==> config.mk <==
export PLATFORM = sky130hd
export DESIGN_NAME = uart_rx
export DESIGN_NICKNAME = d
export VERILOG_FILES = /design/src/rtl/uart_rx.sv
export SDC_FILE = /design/constraint.sdc
export NUM_CORES = 1
export LEC_CHECK = 0
export BUFFER_PORTS_ARGS = -buffer_cell sky130_fd_sc_hd__buf_2
export CAP_MARGIN = 40
export CORE_ASPECT_RATIO = 1.75
export CORE_UTILIZATION = 35
export DETAILED_ROUTE_END_ITERATION = 8
export GPL_ROUTABILITY_DRIVEN = 0
export PLACE_DENSITY_LB_ADDON = 0.25
export SYNTH_ARGS = -nofsm -noshare
export SYNTH_HDL_FRONTEND = slang
export SYNTH_SLANG_ARGS = --single-unit
==> constraint.sdc <==
create_clock -name clk -period 1.9 [get_ports clk]
set_input_delay 0.095 -clock clk [delete_from_list [all_inputs] [get_ports clk]]
set_output_delay 0.095 -clock clk [all_outputs]
set_load 0.05 [all_outputs]
==> src/rtl/uart_rx.sv <==
// UART receiver: 2-flop rx synchroniser, oversampled start/data/stop framing, valid/ready byte output.
// Optional parity stage enabled by defining UART_RX_PARITY_EN (adds parameter PARITY_ODD).
module uart_rx #(
    parameter int SAMPLE_MULTIPLIER = 16,
    parameter int DATA_BITS         = 8
`ifdef UART_RX_PARITY_EN
    ,
    parameter bit PARITY_ODD        = 1'b0
`endif
) (
    input  logic                 clk,
    input  logic                 rst,
    input  logic                 rxclk_en,
    input  logic                 rx,
    output logic [DATA_BITS-1:0] dout,
    output logic                 dout_valid,
    input  logic                 dout_ready,
    output logic                 frame_err,
    output logic                 overrun,
    output logic                 parity_err
);

    localparam int SCNT_W = $clog2(SAMPLE_MULTIPLIER);
    localparam int BCNT_W = $clog2(DATA_BITS + 1);
    localparam logic [SCNT_W-1:0] SCNT_MID  = SCNT_W'(SAMPLE_MULTIPLIER / 2 - 1);
    localparam logic [SCNT_W-1:0] SCNT_END  = SCNT_W'(SAMPLE_MULTIPLIER - 1);
    localparam logic [BCNT_W-1:0] BCNT_LAST = BCNT_W'(DATA_BITS - 1);

    typedef enum logic [2:0] {
        S_IDLE,
        S_START,
        S_DATA,
`ifdef UART_RX_PARITY_EN
        S_PARITY,
`endif
        S_STOP,
        S_BREAK
    } state_t;

    state_t               state, state_n;
    logic [1:0]           sync;
    logic                 rx_s;
    logic [SCNT_W-1:0]    scnt, scnt_n;
    logic [BCNT_W-1:0]    bcnt, bcnt_n;
    logic [DATA_BITS-1:0] shift, shift_n;
    logic                 load;
    logic                 slot_free;
    logic                 par_bad;
    logic                 frame_err_n, overrun_n, parity_err_n;

    assign rx_s = sync[1];

    // A byte may load when the output slot is empty or being emptied this very cycle.
    assign slot_free = !dout_valid || dout_ready;

`ifdef UART_RX_PARITY_EN
    logic par_bit, par_bit_n;
    assign par_bad = ((^shift) ^ par_bit) != PARITY_ODD;
`else
    assign par_bad = 1'b0;
`endif

    always_ff @(posedge clk) begin
        if (rst) begin
            sync       <= 2'b11;
            state      <= S_IDLE;
            scnt       <= '0;
            bcnt       <= '0;
            shift      <= '0;
            dout       <= '0;
            dout_valid <= 1'b0;
            frame_err  <= 1'b0;
            overrun    <= 1'b0;
            parity_err <= 1'b0;
`ifdef UART_RX_PARITY_EN
            par_bit    <= 1'b0;
`endif
        end else begin
            sync       <= {sync[0], rx};
            state      <= state_n;
            scnt       <= scnt_n;
            bcnt       <= bcnt_n;
            shift      <= shift_n;
            frame_err  <= frame_err_n;
            overrun    <= overrun_n;
            parity_err <= parity_err_n;
`ifdef UART_RX_PARITY_EN
            par_bit    <= par_bit_n;
`endif
            if (load) begin
                dout       <= shift;
                dout_valid <= 1'b1;
            end else if (dout_valid && dout_ready) begin
                dout_valid <= 1'b0;
            end
        end
    end

    // Framing FSM; everything advances only on oversample ticks.
    always_comb begin
        state_n      = state;
        scnt_n       = scnt;
        bcnt_n       = bcnt;
        shift_n      = shift;
        load         = 1'b0;
        frame_err_n  = 1'b0;
        overrun_n    = 1'b0;
        parity_err_n = 1'b0;
`ifdef UART_RX_PARITY_EN
        par_bit_n    = par_bit;
`endif
        if (rxclk_en) begin
            case (state)
                S_IDLE: begin
                    if (!rx_s) begin
                        state_n = S_START;
                        scnt_n  = '0;
                    end
                end
                S_START: begin
                    if (scnt == SCNT_MID) begin
                        scnt_n  = '0;
                        bcnt_n  = '0;
                        state_n = rx_s ? S_IDLE : S_DATA;
                    end else begin
                        scnt_n = scnt + SCNT_W'(1);
                    end
                end
                S_DATA: begin
                    if (scnt == SCNT_END) begin
                        scnt_n  = '0;
                        shift_n = {rx_s, shift[DATA_BITS-1:1]};
                        if (bcnt == BCNT_LAST) begin
                            bcnt_n  = '0;
`ifdef UART_RX_PARITY_EN
                            state_n = S_PARITY;
`else
                            state_n = S_STOP;
`endif
                        end else begin
                            bcnt_n = bcnt + BCNT_W'(1);
                        end
                    end else begin
                        scnt_n = scnt + SCNT_W'(1);
                    end
                end
`ifdef UART_RX_PARITY_EN
                S_PARITY: begin
                    if (scnt == SCNT_END) begin
                        scnt_n    = '0;
                        par_bit_n = rx_s;
                        state_n   = S_STOP;
                    end else begin
                        scnt_n = scnt + SCNT_W'(1);
                    end
                end
`endif
                S_STOP: begin
                    if (scnt == SCNT_END) begin
                        scnt_n = '0;
                        if (!rx_s) begin
                            frame_err_n  = 1'b1;
                            parity_err_n = par_bad;
                            state_n      = S_BREAK;
                        end else begin
                            state_n = S_IDLE;
                            if (par_bad) begin
                                parity_err_n = 1'b1;
                            end else if (slot_free) begin
                                load = 1'b1;
                            end else begin
                                overrun_n = 1'b1;
                            end
                        end
                    end else begin
                        scnt_n = scnt + SCNT_W'(1);
                    end
                end
                S_BREAK: begin
                    // A held-low line must return high before a new start bit counts.
                    if (rx_s) begin
                        state_n = S_IDLE;
                    end
                end
                default: state_n = S_IDLE;
            endcase
        end
    end

endmodule
=== Yosys cells after proc, flatten, opt, wreduce, memory -nomap -nowiden ===
Index checks and enable logic that the tools add are counted.

* Shift-type cells: 0
* Eq/ne operators: 13
* Reductions and logical operators: 14
* Div/mod/pow operators: 0
* Order comparisons: 0
* Multiply operators: 0
* Bitwise operators: 4
* Add/subtract/negate cells: 2
* Muxes and demuxes: 26

{| class="wikitable"
|+ Operator list
! kind !! number
|-
| 4-bit two-way mux || 6
|-
| 3-bit two-way mux || 7
|-
| 3-bit one-hot mux with 5 select lines || 1
|-
| 2-bit != test (second input constant) || 6
|-
| 4-bit one-hot mux with 3 select lines || 1
|-
| 1-bit two-way mux || 9
|-
| 4-bit by 1-bit adder with 4-bit output (second input constant) || 2
|-
| 4-bit by 3-bit equality test with 1-bit output (second input constant) || 2
|-
| 4-bit one-hot mux with 2 select lines || 1
|-
| 7-bit AND reduction || 1
|-
| 3-bit by 2-bit equality test with 1-bit output (second input constant) || 2
|-
| 3-bit AND reduction || 2
|-
| 5-bit OR reduction || 1
|-
| 4-bit equality test (second input constant) || 1
|-
| 1-bit NOT || 4
|-
| 4-bit AND reduction || 1
|-
| 2-bit nonzero test || 2
|-
| 4-bit OR reduction || 1
|-
| 3-bit by 1-bit equality test with 1-bit output (second input constant) || 1
|-
| 3-bit equality test (second input constant) || 1
|-
| 3-bit logical NOT || 1
|-
| 3-bit nonzero test || 1
|-
| 2-bit two-way mux || 1
|-
| 2-bit OR reduction || 1
|-
| other kinds (3) || 3
|}

* Register bits after elaboration: 32
* Output and inout port bits: 12
* Memory bits (writable): 0
* Memories kept: 0
* Latch bits: 0
* Bits in read-only memories: 0
* Input port bits: 5

=== Longest topological paths before layout ===
Gate-level depths: netlist of run 1.

* Word-level depth: 8
* Gate-level depth with buffers: 6
* Depth with buffers taken out: 5

=== Least setup slack after synthesis of run 1 ===
OpenSTA, ideal clock, no wires.

* Path kind: flip-flop to flip-flop
* Start point: register scnt[0]
* End point: register dout[2]
* Required time: 1772 ps
* Path buffers: 0
* Path slack: 272 ps
* Stages on the path, launching flop included: 6
* Arrival time: 1500 ps
* Cell sequence: dfxtp_1 ha_1 and4_1 nand4_1 mux2i_1 nor2_1

* Cells in the longest elaborated chain, start to end: 4

{| class="wikitable"
|+ Ends and longest elaborated chain
! what !! line !! text
|-
| from (decl) || 43 || <nowiki>logic [SCNT_W-1:0] scnt, scnt_n;</nowiki>
|-
| from (signal assigned) || 81 || <nowiki>scnt <= scnt_n;</nowiki>
|-
| 4-bit equality test || 159 || <nowiki>if (scnt == SCNT_END) begin</nowiki>
|-
| 1-bit two-way mux || 159 ||
|-
| 1-bit two-way mux || 113 || <nowiki>case (state)</nowiki>
|-
| 1-bit two-way mux || 112 || <nowiki>if (rxclk_en) begin</nowiki>
|-
| to (signal assigned) || 91 || <nowiki>dout <= shift;</nowiki>
|-
| to (decl) || 15 || <nowiki>output logic [DATA_BITS-1:0] dout,</nowiki>
|}

No other way between the ends.
A chain may end at the register's enable or synchronous reset.

=== Final worst setup path of run 1 ===
* Start point: register scnt[3]
* End point: register bcnt[3]

* Cells in the longest elaborated chain, start to end: 3

{| class="wikitable"
|+ Ends and longest elaborated chain
! what !! line !! text
|-
| 4-bit equality test / 4-bit by 3-bit equality test with 1-bit output (equally long branches) || 130, 121 ||
|-
| 2-bit != test (no line) || - ||
|-
| 4-bit AND reduction (no line) (*) || - ||
|-
| to (signal assigned) || 82 || <nowiki>bcnt <= bcnt_n;</nowiki>
|-
| to (decl) || 44 || <nowiki>logic [BCNT_W-1:0] bcnt, bcnt_n;</nowiki>
|}

Every way passes the cells marked *; elsewhere a longest branch is shown, timed or not.

==> results of run 1 <==
-- final timing paths --
path	endpoint	slack, ns
setup reg to reg	bcnt[3]$_SDFFE_PP0P_	0.17
hold reg to reg	sync[1]$_SDFF_PP1_	0.42
setup / recovery	bcnt[3]$_SDFFE_PP0P_	0.17
hold / removal	overrun$_SDFF_PP0_	0.13
-- sequential cells by signal, indices dropped and copies added, names as in the netlist --
name,flops
bcnt,4
dout,8
frame_err,1
scnt,4
state,3
sync,2
dout_valid,1
shift,8
overrun,1
-- power breakdown --
group / internal, mW / switching (mW) / leakage (nW)
Combinational: 0.0173 / 0.0296 / 0.395
Sequential: 0.675 / 0.00575 / 0.258
Clock: 0.388 / 0.257 / 0.0541
Total: 1.08 / 0.293 / 0.708
-- timing repair --
| item | CTS | global route |
|---|---|---|
| endpoints found under the setup margin | 0 | 0 |
| resized for setup | 0 | 0 |
| hold endpoints to repair | 1 | 0 |
| hold buffers | 1 | 0 |
-- cell usage in the layout (no fill, tap or decap), types with 2 or more instances in the layout --
master    synthesis  layout
a21oi_1           9       9
a31o_2            2       2
and2_1            2       2
and3b_2           2       2
and4_1            2       2
buf_2             1      15
buf_4             2       2
clkbuf_8          0       5
dfxtp_1          32      32
ha_1              2       2
inv_1             2       2
mux2i_1          16      16
nand2_1           7       7
nand2b_1          3       3
nand3_1           5       5
nand4_1           2       2
nor2_1           21      21
nor2b_1           2       2
nor3b_2           2       2
o211a_1           2       2
o21ai_0           4       4
or2_2             4       4
or4_1             2       2
-- metal layers --
layer  GRT usage, %  part of all wire [%]  vias to the layer above  wire, um
met5              0                     0                        -         0
met4           8.57                   3.2                        0        87
met3           3.72                   4.1                        9       110
met2           24.2                    50                       27      1340
met1           15.4                    43                      507      1150
li1               -                     -                      550         -
-- logic make-up (layout without fill, tap and decap cells) --
group	after synthesis	in the layout	share of synthesized area [%]
AO/OA/AOI/OAI	24	24	11.5
flip-flops	32	32	45.3
buffers and inverters	11	29	5.14
other	1	1	0.265
AND/OR/NAND/NOR	60	60	24.0
multiplexers	16	16	11.3
adder cells (fa/ha/maj)	2	2	1.77
XOR/XNOR	1	1	0.620
-- cell type report --
cell class / count / area (um2)
Clock buffer: 5 / 68.8
Clock inverter: 3 / 42.5
Fill cell: 374 / 2230
Inverter: 2 / 7.51
Multi-Input combinational cell: 104 / 699
Sequential cell: 32 / 641
Tap cell: 48 / 60.1
Timing Repair Buffer: 19 / 120
-- through the flow --
step	power, mW	util, %	hold slack (ns)	cell area, um2	setup slack [ns]
after floorplan	0.731	-	0.199	1410	0.272
after global placement	0.741	39.3	0.279	1520	0.247
final	1.37	42.4	0.130	1640	0.166
after global routing	1.42	42.4	0.157	1640	0.0379
after detailed placement	0.741	39.3	0.281	1520	0.211
after CTS	1.39	42.4	0.117	1640	0.190
-- critical path, cell delays in order, from the launching register on --
cell and delay, ns:
dfxtp_1 0.49, and3b_2 0.24, o2111ai_2 0.24, or4_1 0.55, a21oi_1 0.14
==> run_results.csv, run 1 <==
group,metric,value,unit
yosys,synth.distinct_cells,39,
flow_run,cap_violations,0,
die,core,3870,um2
routing,wl,2.69,mm
yosys,synthTopCellsByArea,"dfxtp_1 45%, mux2i_1 11%, nor2_1 5.6%, a21oi_1 3.2%, buf_6 2.4%",
critical_path,crit_path_start,"scnt[3]$_SDFFE_PP0P_",
clocking,post_cts_buffers,0,
clocking,clk_pin_slew,0.07,ns
routing,routedWlPerCell,12.6,um
timing,setup-violations-final,0,
yosys,yosysMostFrequentCell,"dfxtp_1",
run_status,outcome,"complete, no violations",
yosys,yosys_warnings,0,
power,power.leakage,0.708,nW
critical_path,r2r_start,"scnt[3]$_SDFFE_PP0P_",
min_path,hp-class,"in -> reg",
global_routing,grt_use_total,14.3,%
critical_path,worstPathArrival,1.95,ns
finish,fin_nets,171,
critical_path,rr_worst_depth,4,
yosys,synth_commonest_cells,"32 x dfxtp_1, 21 x nor2_1, 16 x mux2i_1",
global_routing,grt_pass1_vias,1082,
yosys,synth.avg_cell_area,9.61,um2
die,start_util,36.5,%
clocking,cts.path.max_buffers,2,
clocking,cts_tree,"done",
yosys,synth_seq_cells,32,
global_routing,antenna_found_initial,0,
timing,clock.fmax,577,MHz
die,dieArea,4300,um2
min_path,hold_start,"dout_ready",
routing,firstDrtPassIters,4,
timing,fin_tns_setup,0,ns
critical_path,cp-end-kind,"flop",
power,max-vdd-ir-drop,0.547,mV
clocking,insertion_delay,0.28,ns
finish,n_antenna_cell,0,
yosys,synthCells,147,
clocking,cts.sinks,32,
timing,finClkSkew,0.00387,ns
routing,drtIter0Drc,34,
timing,hold_violations,0,
clocking,h-tree-depth,2,
finish,finalNonFillerCells,213,
timing,timing.slew.headroom,63.9,%
global_routing,grt_pass1_wl,4.69,mm
routing,vias,1093,
critical_path,cp_max_fo,8,
routing,drc_errors,0,
timing,post-route-period-util,91.3,%
global_routing,grt_max_degree,32,
routing,ant_nets,0,
clocking,numCtsBuffers,5,
yosys,netlist_area,1410,um2
die,num_rows,30,
yosys,synth_edf_count,0,
yosys,seq_area_frac_synth,45.3,%
min_path,whs_path_depth,3,
yosys,synth_fp_nets,154,
routing,routed_via_density,5.13,
die,die_y,86.0,um
finish,areaGrowthSynthToFinish,16.0,%
yosys,synth_top_area_share,45.3,%
timing,rsz0062_at_grt,"no",
timing,report.final.slew_viol_count,0,
power,p_per_area,837,nW/um2
global_routing,gr-total-overflow,0,
yosys,yosysTopAreaCell,"dfxtp_1",
timing,layout_min_cycle_time,1.73,ns
placed_design,dp_hpwl,1.89,mm
critical_path,critPathLaunchType,"flop",
critical_path,criticalPathCategory,"reg -> reg",
die,die_w,50.0,um
clocking,cts_root_buf,"clkbuf_8",
placed_design,numPortBuffers,15,
placed_design,dp_cells,204,
yosys,async_reset_ff_share,0,%
yosys,synth_ff_type,"dfxtp_1",
timing,worst_pin_slew,0.542,ns
critical_path,required,2.11,ns
finish,layout-drive-gt1-share,24.2,%
die,io_pins,17,
(Power assumes the default switching activity.)
==> inputs of run 2 (changes only) <==
Settings changed: ABC_AREA set to 1, GPL_TIMING_DRIVEN set to 0, MAX_ROUTING_LAYER set to met4.
==> run 2 against run 1 <==
Highest routed layer unchanged. Clock power shrank 25%. Cell area grew 0.92%. First-iteration DRC count shrank 59%. Non-clock buffer count grew 2. Largest cell class unchanged. Worst setup slack gained 0.11 ns. Sequential share of layout area shrank 0.35 points. Power grew 18%.
==> run_results.csv, run 2 <==
group,metric,value,unit
yosys,synth_top_area_share,44.6,%
yosys,yosysMostFrequentCell,"nand2_1",
die,die_y,86.7,um
clocking,insertion_delay,0.28,ns
critical_path,crit_path_top_delay_cell,"dfxtp_1",
global_routing,grt_max_degree,11,
timing,hold_violations,0,
finish,layout-drive-gt1-share,17.6,%
yosys,synth.avg_cell_area,7.22,um2
timing,rsz0062_at_grt,"no",
critical_path,rr_worst_depth,6,
die,core,3900,um2
timing,worst_pin_slew,0.505,ns
critical_path,worstPathArrival,1.77,ns
power,p_total,1.63,mW
clocking,clk_pin_slew,0.06,ns
finish,multi_input_area,714,um2
yosys,yosys_warnings,0,
critical_path,crit_path_max_incr_delay,0.38,ns
power,max-vdd-ir-drop,0.577,mV
global_routing,grt_use_total,17.7,%
critical_path,reg2reg_to,"dout[6]$_SDFFE_PP0P_",
timing,layout_min_cycle_time,1.62,ns
finish,fillCellCount,448,
clocking,h-tree-depth,2,
routing,vias,1288,
flow_run,cap_violations,0,
run_status,outcome,"complete, no violations",
yosys,async_reset_ff_share,0,%
critical_path,r2r_start,"scnt[0]$_SDFFE_PP0P_",
min_path,hold_start,"rst",
routing,routed_via_density,4.79,
clocking,cts.path.max_buffers,2,
die,dieArea,4370,um2
yosys,synth_commonest_cells,"42 x nand2_1, 35 x nor2_1, 32 x dfxtp_1",
clocking,cts_root_buf,"clkbuf_8",
global_routing,gr-total-overflow,0,
power,power.leakage,0.699,nW
critical_path,crit_chain,"ha_1 -> nand3_1 -> nor2_4 -> nand4_2 -> nand2_1 -> a21oi_1",
timing,fin_tns_setup,0,ns
power,p_per_area,983,nW/um2
yosys,seq_area_frac_synth,44.6,%
clocking,cts_hold_buffers,1,
global_routing,antenna_found_initial,0,
min_path,hold_end,"scnt[1]$_SDFFE_PP0P_",
die,io_pins,17,
critical_path,cp-end-kind,"flop",
clocking,post_cts_buffers,0,
min_path,hp-class,"in -> reg",
die,die_w,50.4,um
yosys,synth_edf_count,0,
finish,n_antenna_cell,0,
timing,finClkSkew,0.00549,ns
routing,wl,3.04,mm
critical_path,required,2.05,ns
yosys,synthCells,199,
critical_path,cp_max_fo,9,
timing,timing.slew.headroom,66.3,%
clocking,cts_resized,0,
finish,largestRegisters,"dout x8, shift x8",
routing,firstDrtPassIters,4,
yosys,netlist_area,1440,um2
clocking,cts.sinks,32,
critical_path,critPathLaunchType,"flop",
timing,report.final.slew_viol_count,0,
critical_path,reg2reg_slack,0.28,ns
routing,dr_wl_met2,1.65,mm
timing,holdWs,0.188,ns
routing,ant_nets,0,
clocking,cts_tree,"done",
yosys,synth_fp_nets,206,
yosys,synth.distinct_cells,28,
yosys,synth_ff_type,"dfxtp_1",
placed_design,dp_hpwl,2.32,mm
yosys,yosysTopAreaCell,"dfxtp_1",
routing,drtIter0Drc,14,
global_routing,grt_pass1_wl,5.72,mm
routing,topRoutingLayerUsed,"met4",
critical_path,criticalPathCategory,"reg -> reg",
routing,routedWlPerCell,11.3,um
finish,final_cell_mix,"42 x nand2_1, 35 x nor2_1, 32 x dfxtp_1",
die,num_rows,30,
clocking,numCtsBuffers,5,
finish,finalNonFillerCells,269,
routing,drc_errors,0,
global_routing,grt_pass1_vias,1351,
yosys,synth_seq_cells,32,
yosys,synthTopCellsByArea,"dfxtp_1 45%, nand2_1 11%, nor2_1 9.1%, a21oi_1 7.0%, nand3_1 6.3%",
placed_design,numPortBuffers,14,
finish,final_common_cell,"nand2_1",
die,start_util,36.8,%
routing,route.met3.wl,73,um
finish,ff_latch_area,641,um2
finish,areaGrowthSynthToFinish,15.2,%
timing,clock.fmax,617,MHz
placed_design,dp_cells,261,
timing,post-route-period-util,85.3,%
min_path,whs_path_depth,2,
timing,setup-violations-final,0,
routing,wl_met1,1.21,mm
finish,fin_nets,228,
-- run 2: worst max-delay path by stage --
stage | start | to | slack, ns | cells after the start
4_1_cts | scnt[0]$_SDFFE_PP0P_ | dout[7]$_SDFFE_PP0P_ | 0.24 | 6
3_3_place_gp | scnt[0]$_SDFFE_PP0P_ | dout[7]$_SDFFE_PP0P_ | 0.26 | 6
2_1_floorplan | scnt[0]$_SDFFE_PP0P_ | dout[0]$_SDFFE_PP0P_ | 0.55 | 6
3_5_place_dp | scnt[0]$_SDFFE_PP0P_ | dout[7]$_SDFFE_PP0P_ | 0.25 | 6
5_1_grt | scnt[0]$_SDFFE_PP0P_ | dout[6]$_SDFFE_PP0P_ | 0.07 | 6
6_report | scnt[0]$_SDFFE_PP0P_ | dout[6]$_SDFFE_PP0P_ | 0.28 | 6
-- run 2: layout make-up --
cell class	instances	share of cell area, %
buffer	6	1.66
clock buffer	6	4.39
clock inverter	1	0.303
inverter	14	3.25
multi-input combinational	147	43.2
sequential	32	38.7
tap	48	3.63
timing repair buffer	15	4.84
-- run 2: cells by family after synthesis --
family / Yosys count / share of synthesized area [%]
compound gates: 32 / 11.7
flops: 32 / 44.6
buf+inv: 20 / 5.66
simple gates: 111 / 35.5
other cells: 1 / 0.261
xor+xnor: 1 / 0.610
fa+ha+maj: 2 / 1.74
-- run 2: per-stage QoR --
stage	area [um2]	worst slack, ns	util [%]
2_1_floorplan	1440	0.546	-
3_3_place_gp	1570	0.258	40.1
3_5_place_dp	1570	0.249	40.1
4_1_cts	1650	0.243	42.4
5_1_grt	1650	0.0718	42.4
6_report	1650	0.278	42.4
-- run 2: power breakdown --
group | internal (mW) | switching, mW | leakage (nW)
logic | 0.126 | 0.282 | 0.399
registers | 0.703 | 0.0322 | 0.259
clock network | 0.248 | 0.234 | 0.0410
-- run 2: metal layers --
metal	global-route usage, %	vias to the layer above
met2	29.8	18
met3	3.68	12
met4	10.6	0
met5	-	-
met1	18.5	572
li1	-	686
-- run 2: worst max-delay path: cells and delay by family (launching register included) --
kind            cells  cell delay (ns)
compound gates      1             0.07
flops               1             0.38
fa+ha+maj           1             0.21
simple gates        4             0.83
==> inputs of run 3 (changes only) <==
Settings changed: CORE_ASPECT_RATIO 1.75 to not set.
Clock period 1.9 ns to 1.8 ns, I/O delays scaled along.
==> run 3 against run 2 <==
Worst setup slack worse by 0.094 ns. Clock power increased by 39%. Sequential power rose by 5.6%. Fmax rose by 0.40%. Largest cell class unchanged. Cell area up 1.8%.
==> run_results.csv, run 3 (same netlist as run 2, synthesis figures left out) <==
group,metric,value,unit
clocking,post_cts_buffers,0,
critical_path,criticalPathCategory,"reg -> reg",
die,dieArea,4360,um2
critical_path,reg2reg_slack,0.18,ns
critical_path,path_buf_inv,0,
finish,fin_nets,228,
die,die_y,66.1,um
global_routing,antenna_found_initial,0,
placed_design,dp_hpwl,2.08,mm
timing,clock.fmax,619,MHz
clocking,cts.sinks,32,
clocking,numCtsBuffers,5,
routing,drc_errors,0,
die,core,3800,um2
finish,multi_input_area,714,um2
routing,vias,1279,
finish,largestRegisters,"dout x8, shift x8",
run_status,outcome,"complete, no violations",
critical_path,worstPathArrival,1.76,ns
critical_path,crit_path_max_incr_delay,0.37,ns
placed_design,dp_cells,261,
global_routing,grt_pass1_vias,1213,
routing,firstDrtPassIters,4,
min_path,hp-class,"in -> reg",
critical_path,cp-end-kind,"flop",
finish,ff_latch_area,641,um2
die,num_rows,22,
global_routing,grt_pass1_wl,5.04,mm
timing,setup-violations-final,0,
critical_path,crit_path_top_delay_cell,"dfxtp_1",
global_routing,grt_max_degree,11,
timing,report.final.slew_viol_count,0,
clocking,cts_tree,"done",
die,io_pins,17,
die,start_util,37.8,%
clocking,insertion_delay,0.28,ns
die,die_w,66.1,um
routing,drtIter0Drc,69,
critical_path,cp_max_fo,9,
critical_path,critPathLaunchType,"flop",
flow_run,cap_violations,0,
clocking,h-tree-depth,2,
power,p_per_area,1110,nW/um2
power,max-vdd-ir-drop,0.556,mV
global_routing,gr-total-overflow,0,
finish,areaGrowthSynthToFinish,17.2,%
routing,wl,2.82,mm
power,p_total,1.87,mW
timing,hold_violations,0,
timing,layout_min_cycle_time,1.62,ns
finish,final_cell_mix,"42 x nand2_1, 35 x nor2_1, 32 x dfxtp_1",
timing,finClkSkew,0.00438,ns
clocking,cts_root_buf,"clkbuf_8",
finish,finalNonFillerCells,270,
placed_design,numPortBuffers,14,
power,power.leakage,0.713,nW
clocking,cts.path.max_buffers,2,
critical_path,required,1.95,ns
timing,post-route-period-util,89.7,%
clocking,clk_pin_slew,0.07,ns
timing,rsz0062_at_grt,"no",
routing,routedWlPerCell,10.5,um
critical_path,cpLargestDelayFamily,"simple AND/OR/NAND/NOR gates",
finish,final_common_cell,"nand2_1",
finish,layout-drive-gt1-share,18.0,%
finish,n_antenna_cell,0,
routing,ant_nets,0,
timing,fin_tns_setup,0,ns
critical_path,crit_chain,"ha_1 -> nand3_1 -> nor2_4 -> nand4_2 -> nand2_1 -> a21oi_1",
routing,routed_via_density,4.74,
finish,fillCellCount,397,
global_routing,grt_use_total,15.7,%
-- run 3: cell count changes in the layout (fill, tap and decap cells not counted), sizes merged --
cell and delta:
bufinv +1
-- run 3: stage by stage --
step | setup slack (ns) | cell area [um2] | utilization [%] | hold WS, ns
global placement | 0.192 | 1570 | 41.2 | 0.273
CTS | 0.188 | 1680 | 44.3 | 0.184
detailed placement | 0.195 | 1570 | 41.2 | 0.276
floorplan | 0.446 | 1440 | - | 0.194
global route | 0.0273 | 1680 | 44.3 | 0.216
finish | 0.185 | 1680 | 44.3 | 0.171
-- run 3: path summary, 6_finish.rpt --
path                              from                   end  cells after the start
setup / recovery  scnt[0]$_SDFFE_PP0P_  dout[7]$_SDFFE_PP0P_                      6
hold reg to reg     sync[0]$_SDFF_PP1_    sync[1]$_SDFF_PP1_                      1
hold / removal                     rst  scnt[1]$_SDFFE_PP0P_                      2
setup reg to reg  scnt[0]$_SDFFE_PP0P_  dout[7]$_SDFFE_PP0P_                      6
-- run 3: repair_timing --
item,4_1_cts,5_1_grt
hold endpoints to repair,1,0
gates resized for setup,0,0
hold buffers,1,0
-- run 3: routing by layer --
layer,part of all wire [%],wire (um),vias to the layer above,GRT usage [%]
li1,-,-,687,-
met5,0,0,-,-
met2,46,1300,18,23.6
met4,1.5,41,0,6.91
met1,49,1390,569,19.2
met3,3.4,95,5,4.83
-- run 3: layout make-up --
cell class	instances	share of cell area [%]
Buffer	6	1.63
Clock buffer	6	4.31
Clock inverter	2	2.08
Inverter	14	3.19
Multi-Input combinational cell	147	42.4
Sequential cell	32	38.0
Tap cell	48	3.57
Timing Repair Buffer	15	4.75
-- run 3: power by group --
group          internal [mW]  total (mW)  leakage, nW  switching (mW)
Sequential             0.742       0.776        0.259          0.0339
Clock                  0.410       0.672       0.0552           0.262
Combinational          0.133       0.425        0.399           0.292
Total                   1.29        1.87        0.713           0.588
